## config.mk

```make
export PLATFORM = sky130hd
export DESIGN_NAME = ram_arb_sx
export DESIGN_NICKNAME = d
export VERILOG_FILES = /design/src/rtl/ram_arb_sx.sv
export SDC_FILE = /design/constraint.sdc
export NUM_CORES = 1
export LEC_CHECK = 0
export ABC_AREA = 1
export BUFFER_PORTS_ARGS = -buffer_cell sky130_fd_sc_hd__buf_2
export CORE_AREA = 2 2 378 380
export DETAILED_ROUTE_END_ITERATION = 8
export DIE_AREA = 0 0 380 382
export SLEW_MARGIN = 10
export SYNTH_ARGS = -nofsm -noshare
export SYNTH_HDL_FRONTEND = slang
export SYNTH_SLANG_ARGS = --single-unit
```

## constraint.sdc

```tcl
create_clock -name AClkH -period 3.1 [get_ports AClkH]
set_clock_uncertainty 0.15 [all_clocks]
set_input_delay 0.62 -clock AClkH [delete_from_list [all_inputs] [get_ports AClkH]]
set_output_delay 0.62 -clock AClkH [all_outputs]
set_load 0.02 [all_outputs]
```

## src/rtl/ram_arb_sx.sv

```systemverilog
// ram_arb_sx: round-robin arbiter sharing one single-port synchronous RAM
// between NReq requesters. Grants are combinational (same cycle as the RAM
// drive). Read data is routed back to its issuer with a registered one-hot
// valid strobe that lines up with the RAM's one-cycle read latency.
module ram_arb_sx #(
  parameter int NReq     = 4,
  parameter int CAddrLen = 13,
  parameter int CDataLen = 128
) (
  input  logic                     AClkH,
  input  logic                     AResetH,
  input  logic                     AClkHEn,
  input  logic [NReq*CAddrLen-1:0] AReqAddr,
  input  logic [NReq*CDataLen-1:0] AReqMosi,
  input  logic [NReq-1:0]          AReqWrEn,
  input  logic [NReq-1:0]          AReqRdEn,
  output logic [NReq-1:0]          AReqAck,
  output logic [CDataLen-1:0]      AReqMiso,
  output logic [NReq-1:0]          AReqMisoVld,
  output logic [CAddrLen-1:0]      ARamAddr,
  output logic [CDataLen-1:0]      ARamMosi,
  output logic                     ARamWrEn,
  output logic                     ARamRdEn,
  input  logic [CDataLen-1:0]      ARamMiso
);

  localparam int PW = $clog2(NReq);

  // Priority pointer: index searched first on the next enabled cycle.
  logic [PW-1:0]   r_ptr;
  // One-hot owner of the read issued on the previous enabled cycle.
  logic [NReq-1:0] r_rd_tag;

  logic [NReq-1:0] w_req;
  logic            w_found;
  logic [PW-1:0]   w_win;
  logic [PW-1:0]   w_idx;
  logic [PW-1:0]   w_sel;
  logic [PW-1:0]   w_ptr_nxt;
  logic            w_grant;

  assign w_req = AReqWrEn | AReqRdEn;

  // Rotating search: first requesting index at or after r_ptr, modulo NReq.
  always_comb begin
    // NOTE: every combinational output gets a default before any branch so
    // no path leaves it unassigned (which would infer a latch); blocking '='
    // is correct here because later loop iterations read earlier results.
    w_found = 1'b0;
    w_win   = r_ptr;
    w_idx   = r_ptr;
    for (int k = 0; k < NReq; k++) begin
      w_idx = PW'((int'(r_ptr) + k) % NReq);
      if (!w_found && w_req[w_idx]) begin
        w_found = 1'b1;
        w_win   = w_idx;
      end
    end
  end

  // Only an enabled, out-of-reset cycle may grant anything.
  assign w_grant = w_found & AClkHEn & ~AResetH;

  // Address/data mux follows the winner, or the pointer slice when idle
  // (value is don't-care then; the strobes are low).
  assign w_sel = w_found ? w_win : r_ptr;

  // Select the RAM address and write data from the chosen requester slice.
  always_comb begin
    ARamAddr = AReqAddr[CAddrLen-1:0];
    ARamMosi = AReqMosi[CDataLen-1:0];
    for (int i = 0; i < NReq; i++) begin
      if (w_sel == PW'(i)) begin
        ARamAddr = AReqAddr[i*CAddrLen +: CAddrLen];
        ARamMosi = AReqMosi[i*CDataLen +: CDataLen];
      end
    end
  end

  // A request with both strobes set is a write only.
  assign ARamWrEn = w_grant & AReqWrEn[w_win];
  assign ARamRdEn = w_grant & AReqRdEn[w_win] & ~AReqWrEn[w_win];

  // One-hot acknowledge to the winner.
  always_comb begin
    AReqAck = '0;
    for (int i = 0; i < NReq; i++) begin
      AReqAck[i] = w_grant && (w_win == PW'(i));
    end
  end

  assign w_ptr_nxt = (w_win == PW'(NReq - 1)) ? '0 : w_win + PW'(1);

  // Pointer advance and read-tag capture; both hold while the enable is low.
  always_ff @(posedge AClkH) begin
    // NOTE: registered state uses non-blocking '<=' so every flop samples
    // pre-edge values, independent of statement order.
    if (AResetH) begin
      r_ptr    <= '0;
      r_rd_tag <= '0;
    end else if (AClkHEn) begin
      if (w_grant) begin
        r_ptr <= w_ptr_nxt;
      end
      r_rd_tag <= ARamRdEn ? AReqAck : '0;
    end
  end

  assign AReqMisoVld = r_rd_tag;
  // RAM output is already gated by its own registered read enable.
  assign AReqMiso    = ARamMiso;

endmodule
```

After elaboration in Yosys (flattened, before gate mapping)

Cells that the tools add are included.
W data, S select, Z words.

Word-level logic and storage cells: 65
Memory bits (read-only): 0
Input bits: 703
Memories: 0
Memory bits (writable): 0
Bits in registers: 6
Bits in latches: 0

Shift operators: 0
$lt $le $gt $ge: 5
Add/subtract/negate cells: 4
Eq/ne operators: 6
Reduce and logical (&&, ||, !) cells: 12
Multiplexer cells: 28
Multipliers: 0
Bitwise operators: 8
Div/mod/pow operators: 0

Operator list:

| kind                  | number |
|---|---|
| $mux W128             | 3 |
| $mux W13              | 3 |
| $lt A2 B3 Y1 const B  | 5 |
| $bmux W1 S2           | 6 |
| $mux W1               | 10 |
| $mux W2               | 5 |
| $eq A2 B2 Y1 const B  | 4 |
| $logic_and A1 B1 Y1   | 7 |
| $and A1 B1 Y1         | 5 |
| $add A2 B1 Y2 const B | 2 |
| $add A2 B2 Y2 const B | 2 |
| $eq A2 B1 Y1 const B  | 2 |
| $mux W4               | 1 |
| $or A4 B4 Y4          | 1 |
| $logic_not A1 Y1      | 3 |
| $logic_not A2 Y1      | 1 |
| $not A1 Y1            | 2 |
| $reduce_and A2 Y1     | 1 |

Longest topological paths before layout

Gate-level depths: netlist (run 1).

Word-level depth: 18
Depth in mapped cells: 20
Depth with buffers taken out: 17

Worst setup path after synthesis (run 1)

Ideal clock, no wire load.

Path kind: input -> output
Start point: input AReqRdEn[2]
End point: output AReqAck[0]
Arrival: 2.366 ns
Path buffers: 1
Required time: 2.330 ns
Slack: -0.036 ns
Cell stages on the path: 13
Cell sequence: nor2_1 > nand2_1 > nand3_1 > nand2_2 > nor2_2 > nand4_2 > nand2_2 > nand2_2 > nand2_4 > clkbuf_1 > ha_1 > inv_1 > nor2_1

Word-level cells in the longest chain between the ends: 16
Elaborated cells between the ends (all ways): 26
Classes of those cells: mux (15); bitwise (3); reduce/logical (8)

RTL lines:

| what                          | line | source |
|---|---|---|
| start, declared               | 16   | `input logic [NReq-1:0] AReqRdEn,` |
| $or A4 B4 Y4 *                | 42   | `assign w_req = AReqWrEn \| AReqRdEn;` |
| $bmux W1 S2                   | 54   | `if (!w_found && w_req[w_idx]) begin` |
| $mux W1 (not written as such) | 54   |  |
| $mux W1                       | 54   |  |
| $logic_not A1 Y1              | 54   |  |
| $logic_and A1 B1 Y1           | 54   |  |
| $mux W1                       | 54   |  |
| $logic_not A1 Y1              | 54   |  |
| $logic_and A1 B1 Y1           | 54   |  |
| $mux W1                       | 54   |  |
| $logic_not A1 Y1              | 54   |  |
| $logic_and A1 B1 Y1           | 54   |  |
| $mux W1                       | 54   |  |
| $and A1 B1 Y1 (2 in a row)    | 62   | `assign w_grant = w_found & AClkHEn & ~AResetH;` |
| $logic_and A1 B1 Y1 *         | 88   | `AReqAck[i] = w_grant && (w_win == PW'(i));` |
| end, declared                 | 17   | `output logic [NReq-1:0] AReqAck,` |

Every way passes the cells marked *; elsewhere a longest branch is shown, timed or not. The select of a mux whose other input is x is not followed.

Final worst setup path (run 1)

Start point: input AReqWrEn[1]
End point: output ARamMosi[95]

Word-level cells in the longest chain between the ends: 18
Elaborated cells between the ends (all ways): 29
Classes of those cells: eq/ne (3); mux (19); bitwise (1); reduce/logical (6)

RTL lines:

| what                               | line | source |
|---|---|---|
| start, declared                    | 15   | `input logic [NReq-1:0] AReqWrEn,` |
| $or A4 B4 Y4 *                     | 42   |  |
| $bmux W1 S2                        | 54   |  |
| $mux W1 (not written as such)      | 54   |  |
| $mux W1                            | 54   |  |
| $logic_not A1 Y1                   | 54   |  |
| $logic_and A1 B1 Y1                | 54   |  |
| $mux W1                            | 54   |  |
| $logic_not A1 Y1                   | 54   |  |
| $logic_and A1 B1 Y1                | 54   |  |
| $mux W1                            | 54   |  |
| $logic_not A1 Y1                   | 54   |  |
| $logic_and A1 B1 Y1                | 54   |  |
| $mux W2 or $mux W1 (tied branches) | 54   |  |
| $mux W2 *                          | 66   | `assign w_sel = w_found ? w_win : r_ptr;` |
| $eq A2 B1 Y1                       | 73   | `if (w_sel == PW'(i)) begin` |
| $mux W128 (2 in a row)             | 73   |  |
| $mux W128 *                        | 73   |  |
| end, declared                      | 21   | `output logic [CDataLen-1:0] ARamMosi,` |

Marked as above.

==> results.txt, run 1 <==
In the final design database the tool counted 2854 nets. The residual antenna-violating net count after detailed routing was 0. The boundary pin count came out at 982.

The critical setup path kind was input pin to output port. Together, buffers and inverters on the worst path number 6. The layer carrying the most global-route usage was met2.

The layout has 16600 filler cells. The multiplexer fraction of the synthesized cell area was 0. STA classifies the critical path endpoint as an output port. The number of antenna violations at the first check in global routing was 67; the final cycle utilization of the critical path was 1.20. The path class of the tightest hold or removal check is flop to flop.

The post-layout utilization of the core came out at 0.113. In the synthesized netlist, the number of instances is 1470. For the clock latency of the later-clocked register in the worst-skew pair, the log shows 0.23 ns. The headroom to the max-slew limit is 0.721, and the simple-gate share of the synthesized area is 0.737. Setup violations remaining at the end of the flow were counted as 147. Data arrives at the worst endpoint at 2.94 ns.

Dividing the detail-routed via count by the number of cells gives 3.13. In this run the standard cell core region covers 0.141 mm^2. After detailed routing, the total wire length is 92.7 mm. The main combinational cell family by area after synthesis was simple AND/OR/NAND/NOR gates. Of all cell types, the one taking the most synthesized area is sky130_fd_sc_hd__nand2_1.

Clock transition at the registers of the reported paths: 0.03 ns. The logs give 0.0698 for the met3 track utilization from global routing and 5 for the first-pass iteration count of the detailed router. The net count after synthesis was 2177; the combined global-route utilization of all metal layers was 0.117. The post-synthesis share of cell area spent on full adders, half adders and majority gates works out to 0.00765. The logs give 0.145 mm^2 for the full die area and 1 for the CTS H-tree depth. The tools report the final number of max-transition violations as 0. For this run, the slowest stage of the critical path takes 0.22 ns.

The total power divided by cell area works out to 734 mW/mm^2. The flow ran to the end, but the final reports show violations. CTS placed an instance of sky130_fd_sc_hd__clkbuf_16 at the clock tree root. The met1 routing resource usage after global routing was 0.116. The placed instances occupy a cell area of 0.0132 mm^2. The Yosys warning count came out at 0. The number of placed instances, taps included, is 3965. The worst ir drop on vdd is 0.221 mV.

The minimum clock period after layout is 3.71 ns, and the hold violation total from the final report is 0. Remaining design rule violation count: 0. The floorplan has 138 rows. The run gives 3 as the total clock buffers created by CTS.

Detailed placement finished with a half-perimeter wire length of 78.9 mm. The post-synthesis xor/xnor area fraction was 0; the die outline width was 380 um. The run gives 0 as the aggregate global routing overflow. Broken down by cell family, the worst path's largest delay share belongs to simple AND/OR/NAND/NOR gates. Mean post-synth cell area: 4.45 um^2. The share of layout cells above drive strength 1 works out to 0.515.

In the post-synthesis netlist, the biggest area contributors are sky130_fd_sc_hd__nand2_1, sky130_fd_sc_hd__nor2_1, sky130_fd_sc_hd__buf_4. The number of global-route vias before repair is 11400. Entering global routing, the biggest net connects 36 pins.

The tools report the effective utilization at floorplan as 0.0465. During placement, the flow inserted port buffers numbering 725. The pre-CTS worst setup slack is -0.965 ns, and the mapped cell area is 0.00655 mm^2.

The routed layout has 12700 vias. The clock passes through at most 2 buffers. The layout overhead on the synthesized area was 144%; the maximum frequency from static timing analysis was 270 MHz.

Setup repair after global routing could not meet its margin everywhere. The die boundary height was 382 um. The final reports fail on setup timing.

The global-route met2 utilization is 0.201. In this run, the number of DRC markers left after iteration 0 of detailed routing was 1376. The critical path launch point type was an input pin.

After synthesis the netlist holds a flip-flop and latch count of 6. The compound-cell area share of the yosys netlist is 0.00860. Traced cell by cell, the critical path runs through buf_6, nor2_4, nand2_1, nand3_2, nand2_4, nor2_4, nand4_4, nand3_4, nand2_8, buf_12, nor2_4, buf_12, buf_12, buf_16, nor2_2, nand2_1, nand2_1, buf_6. For the pin with the worst max-slew slack, the measured transition is 0.415 ns. TritonCTS built the clock tree.

After routing the design area is 0.0160 mm^2. The post-synthesis cell type count came out at 22. Post-synthesis sequential area ratio: 0.0184.

The clock net in this run drives a total of 6 sinks. In this run the worst path has a maximum fanout of 8. For the post-route worst hold slack, the log shows 0.311 ns.

Final non-filler cell total: 4051. The number of maximum-capacitance violations was 0; the data required time of the worst path was 2.33 ns. The average detailed-routed wire length per instance was 22.9 um; the top cell type's share of synthesized area was 0.433. The first global-routing pass estimated 113 mm of wire. The largest individual stage delay along the critical path comes from the cell sky130_fd_sc_hd__nor2_4.

For the final worst setup slack, the log shows -0.608 ns. The logs give 0.957 for the final weighted congestion in routability-driven placement and 7.98 nW for the leakage power.
placed cells by master (no fill, tap or decap):
cell type and instances:
sky130_fd_sc_hd__nor2_4 10, sky130_fd_sc_hd__nand3_1 126, sky130_fd_sc_hd__buf_4 66, sky130_fd_sc_hd__nand2_1 623, sky130_fd_sc_hd__dfxtp_1 4, sky130_fd_sc_hd__nand4_4 1
sky130_fd_sc_hd__nor2_1 265, sky130_fd_sc_hd__buf_16 23, sky130_fd_sc_hd__nand3_2 27, sky130_fd_sc_hd__ha_4 1, sky130_fd_sc_hd__buf_12 102, sky130_fd_sc_hd__nor2_2 21
sky130_fd_sc_hd__buf_6 82, sky130_fd_sc_hd__clkbuf_16 16, sky130_fd_sc_hd__inv_2 2, sky130_fd_sc_hd__o21ai_4 1, sky130_fd_sc_hd__buf_2 600, sky130_fd_sc_hd__dfxtp_2 2
sky130_fd_sc_hd__nand4_1 5, sky130_fd_sc_hd__buf_8 5, sky130_fd_sc_hd__nand2_2 112, sky130_fd_sc_hd__nand2_8 7, sky130_fd_sc_hd__nand2_4 19, sky130_fd_sc_hd__nand3_4 3
sky130_fd_sc_hd__diode_2 16, sky130_fd_sc_hd__ha_1 3, sky130_fd_sc_hd__inv_12 1, sky130_fd_sc_hd__bufbuf_16 2, sky130_fd_sc_hd__o31ai_1 1, sky130_fd_sc_hd__inv_1 6
sky130_fd_sc_hd__inv_4 2, sky130_fd_sc_hd__a211oi_1 2, sky130_fd_sc_hd__a21oi_1 5
sequential cells by signal (all words and copies together), names as in the netlist:
register     count
AReqMisoVld      4
r_ptr            2
stage by stage:
stage                     total power [mW]  TNS, ns
after floorplan                       3.94        0
after global placement                9.74   -88.75
after detailed placement              9.70   -84.02
after CTS                             11.4   -57.89
after global routing                  12.6   -86.65
final                                 11.7   -73.44
cell families (layout without fill, tap and decap cells):
group                    after synthesis  in the layout
buffers and inverters                232            907
adder cells (fa/ha/maj)                4              4
other                                  0             16
AND/OR/NAND/NOR                     1219           1219
flip-flops                             6              6
AO/OA/AOI/OAI                          9              9
synth_stat cells:
cell / count
sky130_fd_sc_hd__nand2_2: 4
sky130_fd_sc_hd__buf_2: 67
sky130_fd_sc_hd__clkbuf_1: 8
sky130_fd_sc_hd__o21ai_2: 1
sky130_fd_sc_hd__dfxtp_1: 6
sky130_fd_sc_hd__nor2_2: 2
sky130_fd_sc_hd__buf_4: 139
sky130_fd_sc_hd__inv_4: 2
sky130_fd_sc_hd__buf_1: 5
sky130_fd_sc_hd__a21oi_1: 5
sky130_fd_sc_hd__buf_6: 2
sky130_fd_sc_hd__nand3_1: 156
sky130_fd_sc_hd__o31ai_1: 1
sky130_fd_sc_hd__nand2_4: 2
sky130_fd_sc_hd__nand2_1: 755
sky130_fd_sc_hd__nand4_2: 1
sky130_fd_sc_hd__inv_1: 7
sky130_fd_sc_hd__nor2_1: 294
sky130_fd_sc_hd__ha_1: 4
sky130_fd_sc_hd__a211oi_1: 2
sky130_fd_sc_hd__nand4_1: 5
sky130_fd_sc_hd__inv_2: 2
routing by layer:
metal	up-vias	share of wire
met1	5729	0.32
met4	20	0.042
met3	264	0.15
li1	5764	-
met2	886	0.49
met5	-	0.0014
worst register-to-register path, delay by kind of cell, from the launching register on:
kind | cells | cell delay [ns]
flip-flops | 1 | 0.38
buffers and inverters | 6 | 0.84
AND/OR/NAND/NOR | 9 | 1.02
AO/OA/AOI/OAI | 1 | 0.13
power by group:
part | internal, mW | switching, mW | total (mW)
Combinational | 4.88 | 6.56 | 11.4
Sequential | 0.0850 | 0.00834 | 0.0934
Clock | 0.166 | 0.0434 | 0.209
Total | 5.13 | 6.61 | 11.7
area by class of cell:
type	count	area (um^2)	share of cell area
diodes	16	40.0	0.00250
clock buffers	3	75.1	0.00470
inverters	11	58.8	0.00368
multi-input cells	1232	5760	0.361
flip-flops and latches	6	123	0.00767
well taps	1890	2360	0.148
repair buffers	893	7560	0.473
path summary, 6_finish.rpt:
| path | from | to | slack [ns] | cells past startpoint |
|---|---|---|---|---|
| max | AReqWrEn[1] | ARamMosi[95] | -0.61 | 18 |
| min reg2reg | AReqMisoVld[1]$_SDFFE_PP0P_ | AReqMisoVld[1]$_SDFFE_PP0P_ | 0.31 | 2 |
| min | AReqMisoVld[1]$_SDFFE_PP0P_ | AReqMisoVld[1]$_SDFFE_PP0P_ | 0.31 | 2 |
| max reg2reg | r_ptr[0]$_SDFFE_PP0P_ | AReqMisoVld[1]$_SDFFE_PP0P_ | 0.49 | 16 |
what timing repair did:
item / CTS / global route
gates resized for setup: 269 / 161
hold endpoints to repair: 0 / 0
pin swaps: 45 / 59
setup buffers: 29 / 12
gates cloned: 16 / 14
hold buffers: 0 / 0
endpoints found under the setup margin: 147 / 147
(Power assumes the default switching activity.)
==> run 2: changes to the inputs <==
- MAX_ROUTING_LAYER: default -> met4
- SETUP_SLACK_MARGIN: default -> 0.3
- SLEW_MARGIN: 10 -> 30
==> run 2 against run 1 <==
  * The run still ends with setup timing left
  * Cell count up 1.1%
  * Via count up 6.4%
  * Largest power group unchanged
  * Critical path depth down 2
  * Combinational power down 5%
  * Hold slack worse by 0.0012 ns
==> results.txt, run 2 (synthesized netlist as in run 1, its figures left out) <==
The combined global-route utilization of all metal layers is 0.130 (+0.0131). The worst ir drop on vdd was 0.235 mV (+6.2%); the share of layout cells above drive strength 1 was 0.614 (+0.0986). The final number of max-transition violations is 0 (unchanged). The layout overhead on the synthesized area works out to 153%.

The run gives -0.533 ns (+0.0748 ns) as the final worst setup slack. Setup repair after global routing could not meet its margin everywhere. The total clock buffers created by CTS is 3 (unchanged), and the final design area excluding fillers is 0.0166 mm^2 (+3.6%). The internal power consumption is 4.75 mW (-7.3%), and the minimum clock period after layout is 3.63 ns (-0.0748 ns). TritonCTS built the clock tree. The number of buffer cells added on primary ports was 725 (unchanged). The logs give 0.0128 mm^2 (-3.5%) for the standard cell area after detailed placement and 0 (unchanged) for the hold violation total from the final report. Data required time of the worst path: 2.33 ns (about the same).

The residual antenna-violating net count after detailed routing was 0 (unchanged); the share of total power in combinational logic was 0.970 (-0.004). The run gives 148 (+120%) as the number of antenna violations at the first check in global routing. The clock transition at the registers of the reported paths came out at 0.04 ns (about the same). The die boundary height was 382 um (unchanged). For the data arrival time at the worst-slack endpoint, the log shows 2.86 ns (-0.08 ns).

For the number of maximum-capacitance violations, the log shows 0 (unchanged). The detailed-route wire length is 104 mm (+13%), and the CTS H-tree depth is 1 (unchanged). The run gives 56 (+56%) as the maximum number of pins on one net before global-route repair.

In the layout the commonest cells are sky130_fd_sc_hd__buf_2, sky130_fd_sc_hd__nand2_1, sky130_fd_sc_hd__nor2_1. The number of sinks on the clock net is 6 (unchanged), and the first-iteration detailed-routing DRC count is 1082 (-21%). The number of vias in the routed layout is 13500 (+6.4%), and the effective utilization at floorplan is 0.0465 (unchanged). The switching share of total power is 0.573 (+0.0102), and the sequential power share is 0.009 (about the same). The tools report the fill cell total of the finished layout as 16600 (+0.13%).

The tools report the final setup violation count as 147 (unchanged). The total power divided by cell area is 673 mW/mm^2 (-8.4%). The setup path with the least slack is of type input pin to output port. Maximum fanout along the worst path: 14 (+6).

The run gives 6.38 mW (-3.4%) as the net switching power of the design. The run finished, with violations left. The half-perimeter wire length of the detailed placement result came out at 85.4 mm (+8.3%). The flip-flop count of the largest register, all copies and words added was 4 (unchanged). The critical path launch point type was an input pin. The logs give 0.310 ns (-0.00121 ns) for the post-route worst hold slack and 138 (unchanged) for the floorplan row count.

The worst hold path belongs to the class flop to flop. The reg2reg setup slack is 0.56 ns (+0.07 ns). The full die area was 0.145 mm^2 (unchanged); the number of global-route vias before repair was 12400 (+8.1%). The post-layout utilization of the core is 0.118 (+0.00405). The run gives 122 mm (+7.7%) as the global-route wire length before repair.

The clock tree root driver cell is sky130_fd_sc_hd__clkbuf_16. The checks that failed: setup timing. The final layout net count was 2871 (+0.60%); the maximum frequency from static timing analysis was 275 MHz (+2.1%). The area of the core is 0.141 mm^2 (unchanged). The slew at the pin closest to its max-slew limit is 0.423 ns (+0.00771 ns), and the remaining design rule violation count is 0 (unchanged). The clock latency of the later-clocked register in the worst-skew pair is 0.25 ns (+0.02 ns). The average vias per placed instance was 3.29 (+5.3%); the boundary pin count was 982 (unchanged). The die outline width is 380 um (unchanged), and the clock network power share is 0.021 (+0.003). Leaving out fill and tap cells, the most frequent cell in the layout is sky130_fd_sc_hd__buf_2. The final cycle utilization of the critical path was 1.17 (-0.0241). The final weighted congestion in routability-driven placement came out at 1.00 (+4.5%).

The leakage power was 8.22 nW (+3.0%); the first-pass iteration count of the detailed router was 6 (+1). Clock tree buffer depth: 2 (unchanged). The tools report the kind of end point of the critical path as an output port. Headroom to the max-slew limit: 0.717 (-0.00381).

The average detailed-routed wire length per instance is 25.5 um (+11%), and the aggregate global routing overflow is 0 (unchanged). The accumulated negative setup slack came out at -64.41 ns (+9.03 ns).
run 2: cell types whose count changed in the layout (fill, tap and decap cells not counted), moves of 11 or more:
cell,change
sky130_fd_sc_hd__nand2_2,+118
sky130_fd_sc_hd__nor2_4,+11
sky130_fd_sc_hd__buf_2,-14
sky130_fd_sc_hd__buf_12,-60
sky130_fd_sc_hd__diode_2,+28
sky130_fd_sc_hd__nand3_1,-31
sky130_fd_sc_hd__buf_4,+56
sky130_fd_sc_hd__nand2_1,-153
sky130_fd_sc_hd__nand3_2,+28
sky130_fd_sc_hd__buf_6,+24
sky130_fd_sc_hd__nand2_4,+38
sky130_fd_sc_hd__nor2_1,-18
run 2: critical path: stages:
cell and delay, ns:
sky130_fd_sc_hd__buf_8 0.10, sky130_fd_sc_hd__nor2_4 0.14, sky130_fd_sc_hd__nand2_2 0.10, sky130_fd_sc_hd__nand3_2 0.08, sky130_fd_sc_hd__nand2_4 0.08, sky130_fd_sc_hd__nor2_4 0.14, sky130_fd_sc_hd__nand4_4 0.14, sky130_fd_sc_hd__nand3_4 0.12
sky130_fd_sc_hd__nand2_8 0.08, sky130_fd_sc_hd__buf_6 0.13, sky130_fd_sc_hd__nor2_4 0.18, sky130_fd_sc_hd__buf_12 0.20, sky130_fd_sc_hd__buf_4 0.21, sky130_fd_sc_hd__nand2_1 0.14, sky130_fd_sc_hd__nand2_2 0.17, sky130_fd_sc_hd__buf_6 0.14
run 2: timing repair:
item,in CTS,in global routing
endpoints found under the setup margin,151,147
gates cloned,12,27
pin swaps,30,66
gates resized for setup,371,286
setup buffers,20,20
hold buffers,0,0
run 2: final timing paths:
path                                from  cells past startpoint                           to
max                          AReqWrEn[2]                     16                 ARamMosi[70]
min          AReqMisoVld[3]$_SDFFE_PP0P_                      2  AReqMisoVld[3]$_SDFFE_PP0P_
max reg2reg        r_ptr[0]$_SDFFE_PP0P_                     17  AReqMisoVld[0]$_SDFFE_PP0P_
min reg2reg  AReqMisoVld[3]$_SDFFE_PP0P_                      2  AReqMisoVld[3]$_SDFFE_PP0P_
run 2: stage by stage:
stage	setup WS, ns	instances	power [mW]
after floorplan	0.190	1470	4.27
after global placement	-0.908	3970	8.00
after detailed placement	-0.871	3970	8.00
after CTS	-0.524	4005	9.85
after global routing	-0.654	4092	11.9
final	-0.533	4096	11.1
run 2: cell type report:
cell class	count	area (um^2)	area share
repair buffers	910	7210	0.435
multi-input cells	1232	6590	0.398
well taps	1890	2360	0.143
flip-flops and latches	6	128	0.00771
diodes	44	110	0.00665
inverters	11	83.8	0.00506
clock buffers	3	75.1	0.00453
run 2: power groups by stage:
stage,clock network [mW],logic (mW),registers [mW]
final,0.234,10.8,0.0952
after global routing,0.251,11.5,0.0967
after CTS,0.247,9.51,0.0950
after detailed placement,0,7.91,0.0966
after global placement,0,7.91,0.0975
after floorplan,0,4.18,0.0906
run 2: routing by layer:
layer / global-route usage / vias up / part of all wire
li1: - / 5845 / -
met1: 0.159 / 6224 / 0.42
met2: 0.193 / 1087 / 0.42
met3: 0.0654 / 321 / 0.12
met4: 0.0230 / 0 / 0.033
met5: - / - / 0
